==> src/rtl/conv_window_scheduler_pkg.sv <==
// Shared definitions for the 3x3 convolution window scheduler: tap geometry,
// FSM encoding and the padding / row-wrap helpers used by the address generator.
package conv_window_scheduler_pkg;

   localparam int NUM_TAPS     = 9;
   localparam int TAPS_PER_ROW = 3;

   typedef enum logic [1:0] {
      StIdle,
      StWaitRows,
      StRun,
      StDone
   } state_e;

   // Tap k = 8 is the top-left corner of the window, tap 0 the bottom-right.
   function automatic int tap_dy(input int k);
      return (NUM_TAPS - 1 - k) / TAPS_PER_ROW;
   endfunction

   function automatic int tap_dx(input int k);
      return (NUM_TAPS - 1 - k) % TAPS_PER_ROW;
   endfunction

   function automatic logic tap_in_range(input int src, input int lim);
      return (src >= 0) && (src < lim);
   endfunction

   // Source row offset is at most one step outside [0, depth), so one compare
   // per side replaces a modulo.
   function automatic int wrap_row(input int r, input int depth);
      if (r < 0) begin
         return r + depth;
      end
      if (r >= depth) begin
         return r - depth;
      end
      return r;
   endfunction

endpackage

==> src/rtl/conv_window_scheduler_if.sv <==
// Configuration, credit and window bus between the scheduler and the
// line-buffer read control / PE array.
interface conv_window_scheduler_if #(
   parameter int unsigned width_b  = 7,
   parameter int unsigned height_b = 3
) ();

   logic                     start;
   logic [width_b-1:0]       cfg_w;
   logic [7:0]               cfg_h;
   logic [2:0]               cfg_c;
   logic                     row_done;
   logic                     stall;
   logic [width_b*9-1:0]     readi_wr;
   logic [height_b*9-1:0]    readi_hr;
   logic [8:0]               en_read;
   logic                     en_bias;
   logic [2:0]               stepr;
   logic                     en_pe;
   logic                     row_free;
   logic                     busy;
   logic                     done;

   modport master (
      input  start, cfg_w, cfg_h, cfg_c, row_done, stall,
      output readi_wr, readi_hr, en_read, en_bias, stepr, en_pe, row_free, busy, done
   );

   modport slave (
      output start, cfg_w, cfg_h, cfg_c, row_done, stall,
      input  readi_wr, readi_hr, en_read, en_bias, stepr, en_pe, row_free, busy, done
   );

endinterface

==> src/rtl/conv_tap_addr_gen.sv <==
// Combinational mapping of an output pixel to its 9 line-buffer tap addresses
// and the zero-padding mask. Padded taps carry all-zero addresses.
module conv_tap_addr_gen
   import conv_window_scheduler_pkg::*;
#(
   parameter int unsigned width_b  = 7,
   parameter int unsigned height   = 8,
   parameter int unsigned height_b = 3
) (
   input  logic [7:0]             y,
   input  logic [height_b-1:0]    y_mod,
   input  logic [width_b-1:0]     x,
   input  logic [width_b-1:0]     cfg_w,
   input  logic [7:0]             cfg_h,
   output logic [width_b*9-1:0]   col_addr,
   output logic [height_b*9-1:0]  row_addr,
   output logic [8:0]             tap_en
);

   // Per-tap bounds check against the frame, then address into the circular buffer.
   always_comb begin
      col_addr = '0;
      row_addr = '0;
      tap_en   = '0;
      for (int k = 0; k < NUM_TAPS; k++) begin
         if (tap_in_range(int'(y) + tap_dy(k) - 1, int'(cfg_h)) &&
             tap_in_range(int'(x) + tap_dx(k) - 1, int'(cfg_w))) begin
            tap_en[k] = 1'b1;
            col_addr[k*width_b +: width_b] = width_b'(int'(x) + tap_dx(k) - 1);
            row_addr[k*height_b +: height_b] =
               height_b'(wrap_row(int'(y_mod) + tap_dy(k) - 1, int'(height)));
         end
      end
   end

endmodule

==> src/rtl/conv_window_scheduler.sv <==
// Raster-order window sequencer for a stride-1, pad-1 3x3 convolution. Loops
// channel groups per pixel, paces rows against write-side credits and returns
// row-free pulses. All outputs are registered.
module conv_window_scheduler
   import conv_window_scheduler_pkg::*;
#(
   parameter int unsigned width    = 80,
   parameter int unsigned height   = 8,
   parameter int unsigned width_b  = 7,
   parameter int unsigned height_b = 3
) (
   input logic                     clk,
   input logic                     reset,
   conv_window_scheduler_if.master bus
);

   state_e                  state_q;
   logic [width_b-1:0]      cfg_w_q, x_q;
   logic [7:0]              cfg_h_q, y_q, rows_loaded_q;
   logic [2:0]              cfg_c_q, c_q;
   logic [height_b-1:0]     y_mod_q;

   logic [width_b*9-1:0]    readi_wr_q;
   logic [height_b*9-1:0]   readi_hr_q;
   logic [8:0]              en_read_q;
   logic [2:0]              stepr_q;
   logic                    en_bias_q, en_pe_q, row_free_q, busy_q, done_q;

   logic [width_b*9-1:0]    tap_col;
   logic [height_b*9-1:0]   tap_row;
   logic [8:0]              tap_en;

   logic [7:0]              rows_avail;
   logic [8:0]              y_plus2, y_plus3, need_cur, need_next;
   logic                    credit_cur, credit_next, last_c, last_x, last_y;
   logic [height_b-1:0]     y_mod_inc;

   // Credit bookkeeping and loop-end decodes; a row_done this cycle already counts.
   always_comb begin
      rows_avail = rows_loaded_q;
      if (bus.row_done && (state_q != StIdle) && (rows_loaded_q < cfg_h_q)) begin
         rows_avail = rows_loaded_q + 8'd1;
      end
      y_plus2     = {1'b0, y_q} + 9'd2;
      y_plus3     = {1'b0, y_q} + 9'd3;
      need_cur    = (y_plus2 > {1'b0, cfg_h_q}) ? {1'b0, cfg_h_q} : y_plus2;
      need_next   = (y_plus3 > {1'b0, cfg_h_q}) ? {1'b0, cfg_h_q} : y_plus3;
      credit_cur  = ({1'b0, rows_avail} >= need_cur);
      credit_next = ({1'b0, rows_avail} >= need_next);
      last_c      = (c_q == cfg_c_q);
      last_x      = (x_q == cfg_w_q - width_b'(1));
      last_y      = (y_q == cfg_h_q - 8'd1);
      y_mod_inc   = (y_mod_q == height_b'(height - 1)) ? '0 : y_mod_q + height_b'(1);
   end

   conv_tap_addr_gen #(
      .width_b  (width_b),
      .height   (height),
      .height_b (height_b)
   ) u_tap_addr_gen (
      .y        (y_q),
      .y_mod    (y_mod_q),
      .x        (x_q),
      .cfg_w    (cfg_w_q),
      .cfg_h    (cfg_h_q),
      .col_addr (tap_col),
      .row_addr (tap_row),
      .tap_en   (tap_en)
   );

   // FSM, loop counters, credit counter and registered window outputs.
   always_ff @(posedge clk) begin
      if (reset) begin
         state_q       <= StIdle;
         cfg_w_q       <= '0;
         cfg_h_q       <= '0;
         cfg_c_q       <= '0;
         x_q           <= '0;
         y_q           <= '0;
         c_q           <= '0;
         y_mod_q       <= '0;
         rows_loaded_q <= '0;
         readi_wr_q    <= '0;
         readi_hr_q    <= '0;
         en_read_q     <= '0;
         stepr_q       <= '0;
         en_bias_q     <= 1'b0;
         en_pe_q       <= 1'b0;
         row_free_q    <= 1'b0;
         busy_q        <= 1'b0;
         done_q        <= 1'b0;
      end else begin
         en_pe_q       <= 1'b0;
         en_read_q     <= '0;
         en_bias_q     <= 1'b0;
         row_free_q    <= 1'b0;
         done_q        <= 1'b0;
         rows_loaded_q <= rows_avail;
         unique case (state_q)
            StIdle: begin
               if (bus.start) begin
                  // Out-of-range sizes are clamped so the scan always terminates.
                  cfg_w_q <= (bus.cfg_w == '0) ? width_b'(1) :
                             ((int'(bus.cfg_w) > int'(width)) ? width_b'(width) : bus.cfg_w);
                  cfg_h_q       <= (bus.cfg_h == 8'd0) ? 8'd1 : bus.cfg_h;
                  cfg_c_q       <= bus.cfg_c;
                  x_q           <= '0;
                  y_q           <= '0;
                  c_q           <= '0;
                  y_mod_q       <= '0;
                  rows_loaded_q <= '0;
                  busy_q        <= 1'b1;
                  state_q       <= StWaitRows;
               end
            end
            StWaitRows: begin
               if (credit_cur) begin
                  state_q <= StRun;
               end
            end
            StRun: begin
               if (!bus.stall) begin
                  en_pe_q    <= 1'b1;
                  en_read_q  <= tap_en;
                  readi_wr_q <= tap_col;
                  readi_hr_q <= tap_row;
                  stepr_q    <= c_q;
                  en_bias_q  <= (c_q == 3'd0);
                  if (!last_c) begin
                     c_q <= c_q + 3'd1;
                  end else begin
                     c_q <= '0;
                     if (!last_x) begin
                        x_q <= x_q + width_b'(1);
                     end else begin
                        x_q <= '0;
                        // Row y-1 is no longer referenced once row y is complete.
                        row_free_q <= (y_q != 8'd0);
                        if (last_y) begin
                           state_q <= StDone;
                        end else begin
                           y_q     <= y_q + 8'd1;
                           y_mod_q <= y_mod_inc;
                           if (!credit_next) begin
                              state_q <= StWaitRows;
                           end
                        end
                     end
                  end
               end
            end
            StDone: begin
               done_q     <= 1'b1;
               row_free_q <= 1'b1;  // release the remaining rows of the frame
               busy_q     <= 1'b0;
               state_q    <= StIdle;
            end
         endcase
      end
   end

   assign bus.readi_wr = readi_wr_q;
   assign bus.readi_hr = readi_hr_q;
   assign bus.en_read  = en_read_q;
   assign bus.en_bias  = en_bias_q;
   assign bus.stepr    = stepr_q;
   assign bus.en_pe    = en_pe_q;
   assign bus.row_free = row_free_q;
   assign bus.busy     = busy_q;
   assign bus.done     = done_q;

endmodule

==> src/flat_wrapper.sv <==
// flat-port wrapper written by rule: the top's interface ports become plain ports
module conv_window_scheduler_flat import conv_window_scheduler_pkg::*;
#(
   parameter int unsigned width    = 80,
   parameter int unsigned height   = 8,
   parameter int unsigned width_b  = 7,
   parameter int unsigned height_b = 3
)
  (clk, reset, bus_start, bus_cfg_w, bus_cfg_h, bus_cfg_c, bus_row_done, bus_stall, bus_readi_wr, bus_readi_hr, bus_en_read, bus_en_bias, bus_stepr, bus_en_pe, bus_row_free, bus_busy, bus_done);
  conv_window_scheduler_if #(.width_b(width_b), .height_b(height_b)) bus_i ();
  input logic clk;
  input logic reset;
  input wire logic [$bits(bus_i.start)-1:0] bus_start;
  input wire logic [$bits(bus_i.cfg_w)-1:0] bus_cfg_w;
  input wire logic [$bits(bus_i.cfg_h)-1:0] bus_cfg_h;
  input wire logic [$bits(bus_i.cfg_c)-1:0] bus_cfg_c;
  input wire logic [$bits(bus_i.row_done)-1:0] bus_row_done;
  input wire logic [$bits(bus_i.stall)-1:0] bus_stall;
  output wire logic [$bits(bus_i.readi_wr)-1:0] bus_readi_wr;
  output wire logic [$bits(bus_i.readi_hr)-1:0] bus_readi_hr;
  output wire logic [$bits(bus_i.en_read)-1:0] bus_en_read;
  output wire logic [$bits(bus_i.en_bias)-1:0] bus_en_bias;
  output wire logic [$bits(bus_i.stepr)-1:0] bus_stepr;
  output wire logic [$bits(bus_i.en_pe)-1:0] bus_en_pe;
  output wire logic [$bits(bus_i.row_free)-1:0] bus_row_free;
  output wire logic [$bits(bus_i.busy)-1:0] bus_busy;
  output wire logic [$bits(bus_i.done)-1:0] bus_done;
  assign bus_i.start = bus_start;
  assign bus_i.cfg_w = bus_cfg_w;
  assign bus_i.cfg_h = bus_cfg_h;
  assign bus_i.cfg_c = bus_cfg_c;
  assign bus_i.row_done = bus_row_done;
  assign bus_i.stall = bus_stall;
  assign bus_readi_wr = bus_i.readi_wr;
  assign bus_readi_hr = bus_i.readi_hr;
  assign bus_en_read = bus_i.en_read;
  assign bus_en_bias = bus_i.en_bias;
  assign bus_stepr = bus_i.stepr;
  assign bus_en_pe = bus_i.en_pe;
  assign bus_row_free = bus_i.row_free;
  assign bus_busy = bus_i.busy;
  assign bus_done = bus_i.done;
  conv_window_scheduler #(.width(width), .height(height), .width_b(width_b), .height_b(height_b)) u_core (.clk(clk), .reset(reset), .bus(bus_i));
endmodule
==> config.mk <==
export PLATFORM = sky130hd
export DESIGN_NAME = conv_window_scheduler_flat
export DESIGN_NICKNAME = d
export VERILOG_FILES = /design/src/rtl/conv_window_scheduler_pkg.sv /design/src/rtl/conv_window_scheduler_if.sv /design/src/rtl/conv_tap_addr_gen.sv /design/src/rtl/conv_window_scheduler.sv /design/src/flat_wrapper.sv
export SDC_FILE = /design/constraint.sdc
export NUM_CORES = 1
export LEC_CHECK = 0
export CORE_MARGIN = 2
export CORE_UTILIZATION = 53
export CTS_BUF_LIST = sky130_fd_sc_hd__clkbuf_4 sky130_fd_sc_hd__clkbuf_8
export DETAILED_ROUTE_END_ITERATION = 6
export PLACE_DENSITY = 0.83
export SLEW_MARGIN = 10
export SYNTH_ARGS = -nofsm -noshare
export SYNTH_HDL_FRONTEND = slang
export SYNTH_SLANG_ARGS = --single-unit
==> constraint.sdc <==
create_clock -name clk -period 8.5 [get_ports clk]
set_clock_uncertainty 0.1 [all_clocks]
set_input_delay 2.125 -clock clk [delete_from_list [all_inputs] [get_ports clk]]
set_output_delay 2.125 -clock clk [all_outputs]
set_load 0.03 [all_outputs]
# Word level (Yosys, flattened, before mapping)
# Index checks and enable logic that the tools add are counted.
# word_totals
reg_bits,156
inputBits,23
out_inout_bits,107
wordCells,251
# op_classes
addsub,30
order_cmp,24
n_eq_ne,14
muxes,129
bitwise,2
reduce_logical,34
# op_table
op,n
"32-bit by 1-bit >= comparator with 1-bit output, second input constant",4
3-bit 2-to-1 mux,41
7-bit 2-to-1 mux,15
32-bit by 8-bit < comparator with 1-bit output,3
8-bit 2-to-1 mux,9
1-bit 2-to-1 mux,48
32-bit by 9-bit < comparator with 1-bit output,1
"32-bit by 2-bit subtractor with 32-bit output, second input constant",1
"8-bit by 2-bit adder with 9-bit output, second input constant",3
"8-bit by 1-bit subtractor with 9-bit output, second input constant",3
8-bit by 9-bit >= comparator with 1-bit output,2
9-bit by 8-bit > comparator with 1-bit output,2
9-bit 2-to-1 mux,2
1-bit logical AND,17
"8-bit by 1-bit adder with 8-bit output, second input constant",2
8-bit one-hot mux with 2 select lines,1
"3-bit by 1-bit adder with 3-bit output, second input constant",5
2-bit 2-to-1 mux,7
7-bit one-hot mux with 2 select lines,1
3-bit one-hot mux with 2 select lines,2
6-bit AND reduction,2
"10-bit by 1-bit >= comparator with 1-bit output, second input constant",1
"5-bit >= comparator, second input constant",2
10-bit by 9-bit < comparator with 1-bit output,1
43 further kinds,58

# Depth between registers and ports, before layout
# Gate-level depths: netlist of the first run.
# logic_depth
word_depth,11
ltp_mapped,23
ltp_nobuf,21

# Modules after synthesis
# A second synthesis of the first run with hierarchy kept.
# unflattened
cells_unflattened,1247
hier_area_um2,9773.1
# by_module_without_submodules
mod,n_inst,cells_per_inst,area_each_um2,seq_area_each_um2
conv_window_scheduler,1,929,7584.8,3123.0
conv_tap_addr_gen,1,318,2188.3,0.0

# Worst setup path after synthesis of the first run
# Ideal clock, no wire load.
# synth_timing
path_kind,input -> register
from,in bus_row_done
to,reg u_core.state_q[1]
setup_time_ns,0.131
arrival_time_ns,4.349
required_ns,8.269
path_slack_ns,3.920
cell_stages,13
n_path_buf,0
cell_sequence,o211ai_1 nor4_1 o21ai_0 nand2_1 mux2_2 ha_1 a21o_1 a21oi_1 nor2_1 a2111oi_0 o211ai_1 a21oi_1 nor3_1
# synth_via
elab_chain_cells,6
elab_cells_between_ends,8
classes_between,order compare (2); eq/ne (2); mux (1); reduce/logical (3)
# synth_lines
element,line_no,source
start: declaration,flat_wrapper.sv:17,input wire logic [$bits(bus_i.row_done)-1:0] bus_row_done;
1-bit logical AND (*) (2 in series),conv_window_scheduler.sv:41,if (bus.row_done && (state_q != StIdle) && (rows_loaded_q < cfg_h_q)) begin
8-bit 2-to-1 mux (*),conv_window_scheduler.sv:41,
"8-bit by 9-bit >= comparator with 1-bit output, on equally long branches","conv_window_scheduler.sv:49, conv_window_scheduler.sv:48",
3-bit inequality test (no source line) or 2-bit by 1-bit inequality test with 1-bit output (tied branches),--,
6-bit AND reduction (no source line) (*),--,
end signal: assignment,conv_window_scheduler.sv:74,state_q <= StIdle;
end signal: assignment,conv_window_scheduler.sv:113,state_q <= StWaitRows;
end signal: assignment,conv_window_scheduler.sv:118,state_q <= StRun;
end: declaration,conv_window_scheduler.sv:17,state_e state_q;
# Mark *: on every way between the ends. The rest lies on a longest branch, timed or not.
# A chain may end at the register's enable or synchronous reset.

# Worst setup path after layout of the first run
# layout_timing
from,reg u_core.y_q[3]
to,reg u_core.state_q[1]
# layout_via
elab_chain_cells,6
elab_cells_between_ends,17
classes_between,add/sub (2); order compare (4); eq/ne (3); mux (7); reduce/logical (1)
# layout_lines
element,line_no,source
start: declaration,conv_window_scheduler.sv:19,"logic [7:0] cfg_h_q, y_q, rows_loaded_q;"
start signal: assignment,conv_window_scheduler.sv:142,y_q <= y_q + 8'd1;
"8-bit by 2-bit adder with 9-bit output, or another cell as far along",conv_window_scheduler.sv:45,"y_plus3 = {1'b0, y_q} + 9'd3;"
"9-bit by 8-bit > comparator with 1-bit output, or another cell as far along",conv_window_scheduler.sv:47,"need_next = (y_plus3 > {1'b0, cfg_h_q}) ? {1'b0, cfg_h_q} : y_plus3;"
"9-bit 2-to-1 mux, or another cell as far along",conv_window_scheduler.sv:47,
"8-bit by 9-bit >= comparator with 1-bit output, or another cell as far along",conv_window_scheduler.sv:49,"credit_next = ({1'b0, rows_avail} >= need_next);"
"3-bit inequality test (no source line), or another cell as far along",--,
6-bit AND reduction (no source line) or 2-bit one-hot mux with 4 select lines (tied branches),--,
# Several ways; a longest one is shown, not always the timed one. The select of a mux whose other input is x is not followed.

==> results.sh, run 1 <==
export IMPL_p_per_area_nw_per_um2=220
export IMPL_grt_pass1_wl_mm=37.3
export IMPL_synth_distinct_cells=60
export IMPL_synth_edf_count=0
export IMPL_end_kind="register"
export IMPL_yosys_top_cells_area="dfxtp_1, ha_1, a22o_1"
export IMPL_synth_fp_nets=1079
export IMPL_synth_top_area_frac=0.366
export IMPL_core_area_um2=15800
export IMPL_yosys_most_used_dff="dfxtp_1"
export IMPL_wl_per_cell_um=18.3
export IMPL_path_cells="nand2_1, nor2_1, nand2_1, xnor2_1, ha_1, a211oi_1, a21oi_1, nor2_1, mux2i_1, ha_1, nand2b_1, a21o_1, a21oi_1, nor2_1, a2111oi_0, o211ai_1, a21oi_1, nor3_1"
export IMPL_grt_util_all_layers=0.280
export IMPL_grt_overflow_total=0
export IMPL_fmax_ghz=0.189
export IMPL_arrival_ns=5.50
export IMPL_ys_warnings_count=0
export IMPL_dr_first_iter_drc_count=635
export IMPL_rows=46
export IMPL_place_ws_ns=2.99
export IMPL_synth_async_reset_ratio=0
export IMPL_rsz0062_at_grt="no"
export IMPL_port_buffers=129
export IMPL_syn_instance_count=959
export IMPL_vias=7777
export IMPL_final_setup_worst_slack_ns=3.22
export IMPL_setup_tns_ns=0
export IMPL_synth_seq_area_share=0.366
export IMPL_pin_count=130
export IMPL_period_share=0.622
export IMPL_worstPathRequired_ns=8.72
export IMPL_initial_utilization=0.539
export IMPL_ir_drop_uv=125
export IMPL_worstSetupEndpoint="u_core.state_q[1]"
export IMPL_die_w_um=131
export IMPL_drt_first_pass_iters=5
export IMPL_cts_hold_buffers=0
export IMPL_crit_reg2reg_launch="u_core.y_q[3]"
export IMPL_fillers=1296
export IMPL_cts_clk_slew_worst_paths_ns=0.10
export IMPL_netlist_area_um2=8530
export IMPL_final_cells=1291
export IMPL_syn_to_final_growth_pct=21.0
export IMPL_r2r_end="u_core.state_q[1]"
export IMPL_cts_sinks=156
export IMPL_antenna_found_initial=1
export IMPL_gp_congestion=0.969
export IMPL_cts_tree="done"
export IMPL_tightest_slew_ns=1.13
export IMPL_placedCellCount=1258
export IMPL_cts_inserted_buffers=17
export IMPL_drv_slew=0
export IMPL_cp_max_fo=19
export IMPL_cts_resized=0
export IMPL_fin_crit_ns=5.28
export IMPL_die_area_um2=17100
export IMPL_max_stage_delay_ns=0.78
export IMPL_drive_gt1_frac=0.0493
export IMPL_slew_headroom=0.243
export IMPL_crit_slowest_cell="dfxtp_1"
export IMPL_critPathLaunchType="register"
export IMPL_cts_max_level=4
export IMPL_grt_pass1_vias=7289
export IMPL_die_h_um=131
export IMPL_crit_type="reg -> reg"
export IMPL_r2r_slack_ns=3.22
export IMPL_grt_max_degree=76
export IMPL_clockBufferDepth=2
export IMPL_totalWireLength_mm=23.6
export IMPL_ant_nets=0
export IMPL_synth_largest_area_cell="dfxtp_1"
export IMPL_status="finished, final reports clean"
export IMPL_clock_latency_ns=0.47
export IMPL_maxCapViolations=0
export IMPL_min_path_type="reg -> reg"
export IMPL_leakage_nw=4.09
export IMPL_clockRootBuffer="clkbuf_8"
export IMPL_dpl_hpwl_mm=17.6
export IMPL_post_cts_buffers=0
export IMPL_setup_viol_count_final=0
export IMPL_ys_ff_latch=156
export IMPL_hold_viol=0
export IMPL_reg2reg_depth=18
export IMPL_vias_per_cell=6.02
export IMPL_startpoint="u_core.y_q[3]"
export IMPL_drc_errors=0
export IMPL_syn_area_per_cell_um2=8.90
export IMPL_nets=1181
## layout make-up
class	count	area, µm²	area share
well taps	216	270	0.0262
inverters	37	139	0.0135
multi-input cells	716	5060	0.490
clock inverters	15	180	0.0175
clock buffers	17	234	0.0227
flip-flops and latches	156	3120	0.303
repair buffers	133	1320	0.128
diodes	1	2.50	0.000242
## critical path: cells and delay by family, from the launching register on
kind,cells,cell delay [ns]
multiplexers,1,0.29
AO/OA/AOI/OAI,7,1.55
adder cells (fa/ha/maj),2,0.60
flip-flops,1,0.78
AND/OR/NAND/NOR,7,1.40
XOR/XNOR,1,0.40
## power by group
part / leakage [nW] / switching (mW) / internal (mW)
Sequential: 1.26 / 0.0568 / 0.771
Combinational: 2.63 / 0.548 / 0.338
Clock: 0.202 / 0.332 / 0.223
Total: 4.09 / 0.936 / 1.33
## logic make-up after synthesis
logic type | after synthesis | synth area share
AO/OA/AOI/OAI | 247 | 0.205
adder cells (fa/ha/maj) | 97 | 0.142
AND/OR/NAND/NOR | 294 | 0.162
buffers and inverters | 87 | 0.0421
flip-flops | 156 | 0.366
XOR/XNOR | 63 | 0.0656
multiplexers | 15 | 0.0177
## sequential cells by signal, indices dropped and copies added, names as in the netlist
name / cells
u_core.bus.readi_wr: 63
u_core.bus.readi_hr: 27
u_core.bus.en_read: 9
u_core.cfg_h_q: 8
u_core.rows_loaded_q: 8
u_core.y_q: 8
u_core.cfg_w_q: 7
u_core.x_q: 7
u_core.bus.stepr: 3
u_core.c_q: 3
u_core.cfg_c_q: 3
u_core.y_mod_q: 3
u_core.state_q: 2
u_core.bus.busy: 1
u_core.bus.done: 1
u_core.bus.en_bias: 1
u_core.bus.en_pe: 1
u_core.bus.row_free: 1
## through the flow
step / hold WS (ns) / utilization / total power, mW / area, µm²
floorplan: 0.348 / - / 1.49 / 8530
global placement: 0.341 / 0.626 / 1.68 / 9910
detailed placement: 0.357 / 0.626 / 1.71 / 9910
CTS: 0.370 / 0.652 / 2.26 / 10300
global route: 0.382 / 0.652 / 2.41 / 10300
finish: 0.366 / 0.652 / 2.27 / 10300
## cell usage in the layout, fill, tap and decap left out, types with 22 or more instances in the layout
| cell type | instances |
|---|---|
| nor3_1 | 25 |
| o21ai_0 | 22 |
| a21oi_1 | 66 |
| o21a_1 | 22 |
| xnor2_1 | 35 |
| nand2_1 | 92 |
| clkdlybuf4s50_1 | 128 |
| ha_1 | 97 |
| xor2_1 | 27 |
| inv_1 | 37 |
| nor2_1 | 77 |
| a22o_1 | 59 |
| nand3_1 | 25 |
| a22oi_1 | 26 |
| dfxtp_1 | 156 |
## how the worst min path moves through the flow
stage | from | end | slack, ns | cells past startpoint
6_report | u_core.bus.stepr[2] | u_core.bus.stepr[2] | 0.37 | 2
5_1_grt | u_core.bus.readi_hr[24] | u_core.bus.readi_hr[24] | 0.38 | 2
4_1_cts | u_core.bus.stepr[1] | u_core.bus.stepr[1] | 0.37 | 2
3_5_place_dp | u_core.bus.stepr[1] | u_core.bus.stepr[1] | 0.36 | 2
3_3_place_gp | u_core.bus.readi_wr[57] | u_core.bus.readi_wr[57] | 0.34 | 2
2_1_floorplan | u_core.cfg_c_q[0] | u_core.cfg_c_q[0] | 0.35 | 2
## synth_stat cells, types with 4 or more instances
library cell,count
dfxtp_1,156
a21oi_1,66
xnor2_1,35
a2111oi_0,4
inv_1,37
and2_1,4
nor4_1,6
clkbuf_1,29
o21a_1,22
nor2b_1,10
xor2_1,27
nor3_1,25
nand4_1,15
o21ai_0,22
a22o_1,59
buf_2,14
nand3_1,25
a22oi_1,26
nand2b_1,11
buf_1,4
o211ai_1,4
nand2_1,92
nor2_1,78
or2_2,7
a211oi_1,6
mux2i_1,14
and3_1,4
a21o_1,9
or4_1,7
ha_1,97
## layer usage
metal | part of all wire | vias to the layer above | track usage
met5 | 0 | - | 0
met4 | 0.048 | 0 | 0.154
met3 | 0.063 | 82 | 0.0521
met2 | 0.48 | 355 | 0.476
met1 | 0.41 | 3676 | 0.335
li1 | - | 3664 | -
(Power assumes the default switching activity.)
==> run 2: changes to the inputs <==
==> constraint.sdc (replaced) <==
create_clock -name clk -period 5 [get_ports clk]
set_clock_uncertainty 0.1 [all_clocks]
set_input_delay 1.25 -clock clk [delete_from_list [all_inputs] [get_ports clk]]
set_output_delay 1.25 -clock clk [all_outputs]
set_load 0.03 [all_outputs]
==> results.sh, run 2 (synthesized netlist as in run 1, its figures left out) <==
export IMPL_drt_first_pass_iters=5
export IMPL_holdPathEnd="u_core.bus.stepr[0]"
export IMPL_hold_slack_ns=0.358
export IMPL_end_kind="register"
export IMPL_drive_gt1_frac=0.0693
export IMPL_maxCapViolations=0
export IMPL_p_per_area_nw_per_um2=376
export IMPL_crit_type="reg -> reg"
export IMPL_totalWireLength_mm=24.8
export IMPL_rows=46
export IMPL_fmax_ghz=0.216
export IMPL_crit_reg2reg_launch="u_core.y_q[0]"
export IMPL_grt_overflow_total=0
export IMPL_hold_viol=0
export IMPL_grt_pass1_vias=7379
export IMPL_final_setup_worst_slack_ns=0.369
export IMPL_path_cells="inv_1, ha_1, xnor2_1, ha_1, o21a_1, o21a_1, o21ai_0, a21oi_1, o221ai_1, and2_0, o21ai_0, ha_1, nand2b_1, a21o_1, a21oi_1, nor2b_1, o211ai_1, a21oi_1, a311o_1, a21oi_1"
export IMPL_status="finished, final reports clean"
export IMPL_clockBufferDepth=2
export IMPL_slew_headroom=0.240
export IMPL_drc_errors=0
export IMPL_dpl_hpwl_mm=18.7
export IMPL_crit_slowest_cell="dfxtp_1"
export IMPL_die_w_um=131
export IMPL_clockRootBuffer="clkbuf_8"
export IMPL_placedCellCount=1280
export IMPL_min_path_type="reg -> reg"
export IMPL_max_stage_delay_ns=0.45
export IMPL_die_h_um=131
export IMPL_grt_pass1_wl_mm=38.8
export IMPL_worst_path_buf_inv=1
export IMPL_cts_tree="done"
export IMPL_ir_drop_uv=225
export IMPL_initial_utilization=0.539
export IMPL_tightest_slew_ns=1.14
export IMPL_min_path_cells=2
export IMPL_reg2reg_depth=20
export IMPL_gp_congestion=1.10
export IMPL_die_area_um2=17100
export IMPL_syn_to_final_growth_pct=22.9
export IMPL_setup_viol_count_final=0
export IMPL_r2r_slack_ns=0.37
export IMPL_cpLargestDelayFamily="compound AO/OA/AOI/OAI gates"
export IMPL_setup_tns_ns=0
export IMPL_diodes=0
export IMPL_place_ws_ns=0.375
export IMPL_final_cells=1312
export IMPL_worstPathRequired_ns=5.30
export IMPL_vias_per_cell=5.90
export IMPL_clock_latency_ns=0.47
export IMPL_grt_util_all_layers=0.294
export IMPL_wl_per_cell_um=18.9
export IMPL_vias=7747
export IMPL_cts_inserted_buffers=17
export IMPL_port_buffers=129
export IMPL_leakage_nw=4.20
export IMPL_post_cts_buffers=0
export IMPL_cp_common_cell="a21oi_1"
export IMPL_rsz0062_at_grt="no"
export IMPL_cts_max_level=4
export IMPL_antenna_found_initial=0
export IMPL_ant_nets=0
export IMPL_final_common_cell="dfxtp_1"
export IMPL_nets=1203
export IMPL_pin_count=130
export IMPL_r2r_end="u_core.state_q[0]"
export IMPL_dr_first_iter_drc_count=507
export IMPL_cts_sinks=156
export IMPL_largest_reg_flops=63
export IMPL_critPathLaunchType="register"
export IMPL_drv_slew=0
export IMPL_fin_crit_ns=4.63
export IMPL_arrival_ns=4.93
export IMPL_mostFrequentLayoutCells="dfxtp_1, clkdlybuf4s50_1, ha_1"
export IMPL_grt_max_degree=41
export IMPL_core_area_um2=15800
export IMPL_min_from="u_core.bus.stepr[0]"
export IMPL_period_share=0.926
export IMPL_cts_clk_slew_worst_paths_ns=0.10
export IMPL_cp_max_fo=8
-- run 2: timing repair --
| item | CTS | global route |
|---|---|---|
| setup endpoints to repair | 0 | 1 |
| hold buffers | 0 | 0 |
| resized for setup | 0 | 1 |
-- run 2: how the worst max path moves through the flow --
stage | start | endpoint | slack (ns) | depth (start not counted)
final | u_core.y_q[0] | u_core.state_q[0] | 0.37 | 20
after global routing | u_core.y_q[0] | u_core.state_q[0] | 0.07 | 20
after CTS | u_core.y_q[3] | u_core.state_q[1] | 0.28 | 18
after detailed placement | bus_row_done | u_core.state_q[1] | 0.38 | 14
after global placement | bus_row_done | u_core.state_q[1] | 0.43 | 14
after floorplan | u_core.y_q[1] | u_core.state_q[0] | 0.43 | 23
-- run 2: worst reg2reg max path, stage by stage (launching register included) --
cell,delay (ns)
dfxtp_1,0.45
inv_1,0.22
ha_1,0.33
xnor2_1,0.34
ha_1,0.32
o21a_1,0.11
o21a_1,0.16
o21ai_0,0.14
a21oi_1,0.09
o221ai_1,0.19
and2_0,0.34
o21ai_0,0.14
ha_1,0.28
nand2b_1,0.14
a21o_1,0.18
a21oi_1,0.14
nor2b_1,0.06
o211ai_1,0.19
a21oi_1,0.13
a311o_1,0.39
a21oi_1,0.14
-- run 2: final cells by class --
cell class	count	area, µm²
Timing Repair Buffer	155	1480
Sequential cell	156	3120
Clock inverter	15	176
Tap cell	216	270
Fill cell	1310	5350
Multi-Input combinational cell	716	5060
Clock buffer	17	234
Inverter	37	139
-- run 2: through the flow --
step	power (mW)	area, µm²	util
floorplan	2.53	8530	-
CTS	3.93	10500	0.662
global placement	2.95	10100	0.636
detailed placement	2.98	10100	0.636
global route	4.17	10500	0.662
finish	3.94	10500	0.662
-- run 2: routing by layer --
metal / global-route usage / wire [µm]
met5: 0 / 0
met4: 0.128 / 759
met3: 0.0509 / 1540
met2: 0.513 / 12200
met1: 0.356 / 10200
-- run 2: where the power goes --
| group | total (mW) | switching, mW | internal [mW] |
|---|---|---|---|
| logic | 1.59 | 0.967 | 0.618 |
| registers | 1.41 | 0.0962 | 1.31 |
| clock network | 0.953 | 0.573 | 0.380 |
| total | 3.94 | 1.64 | 2.31 |
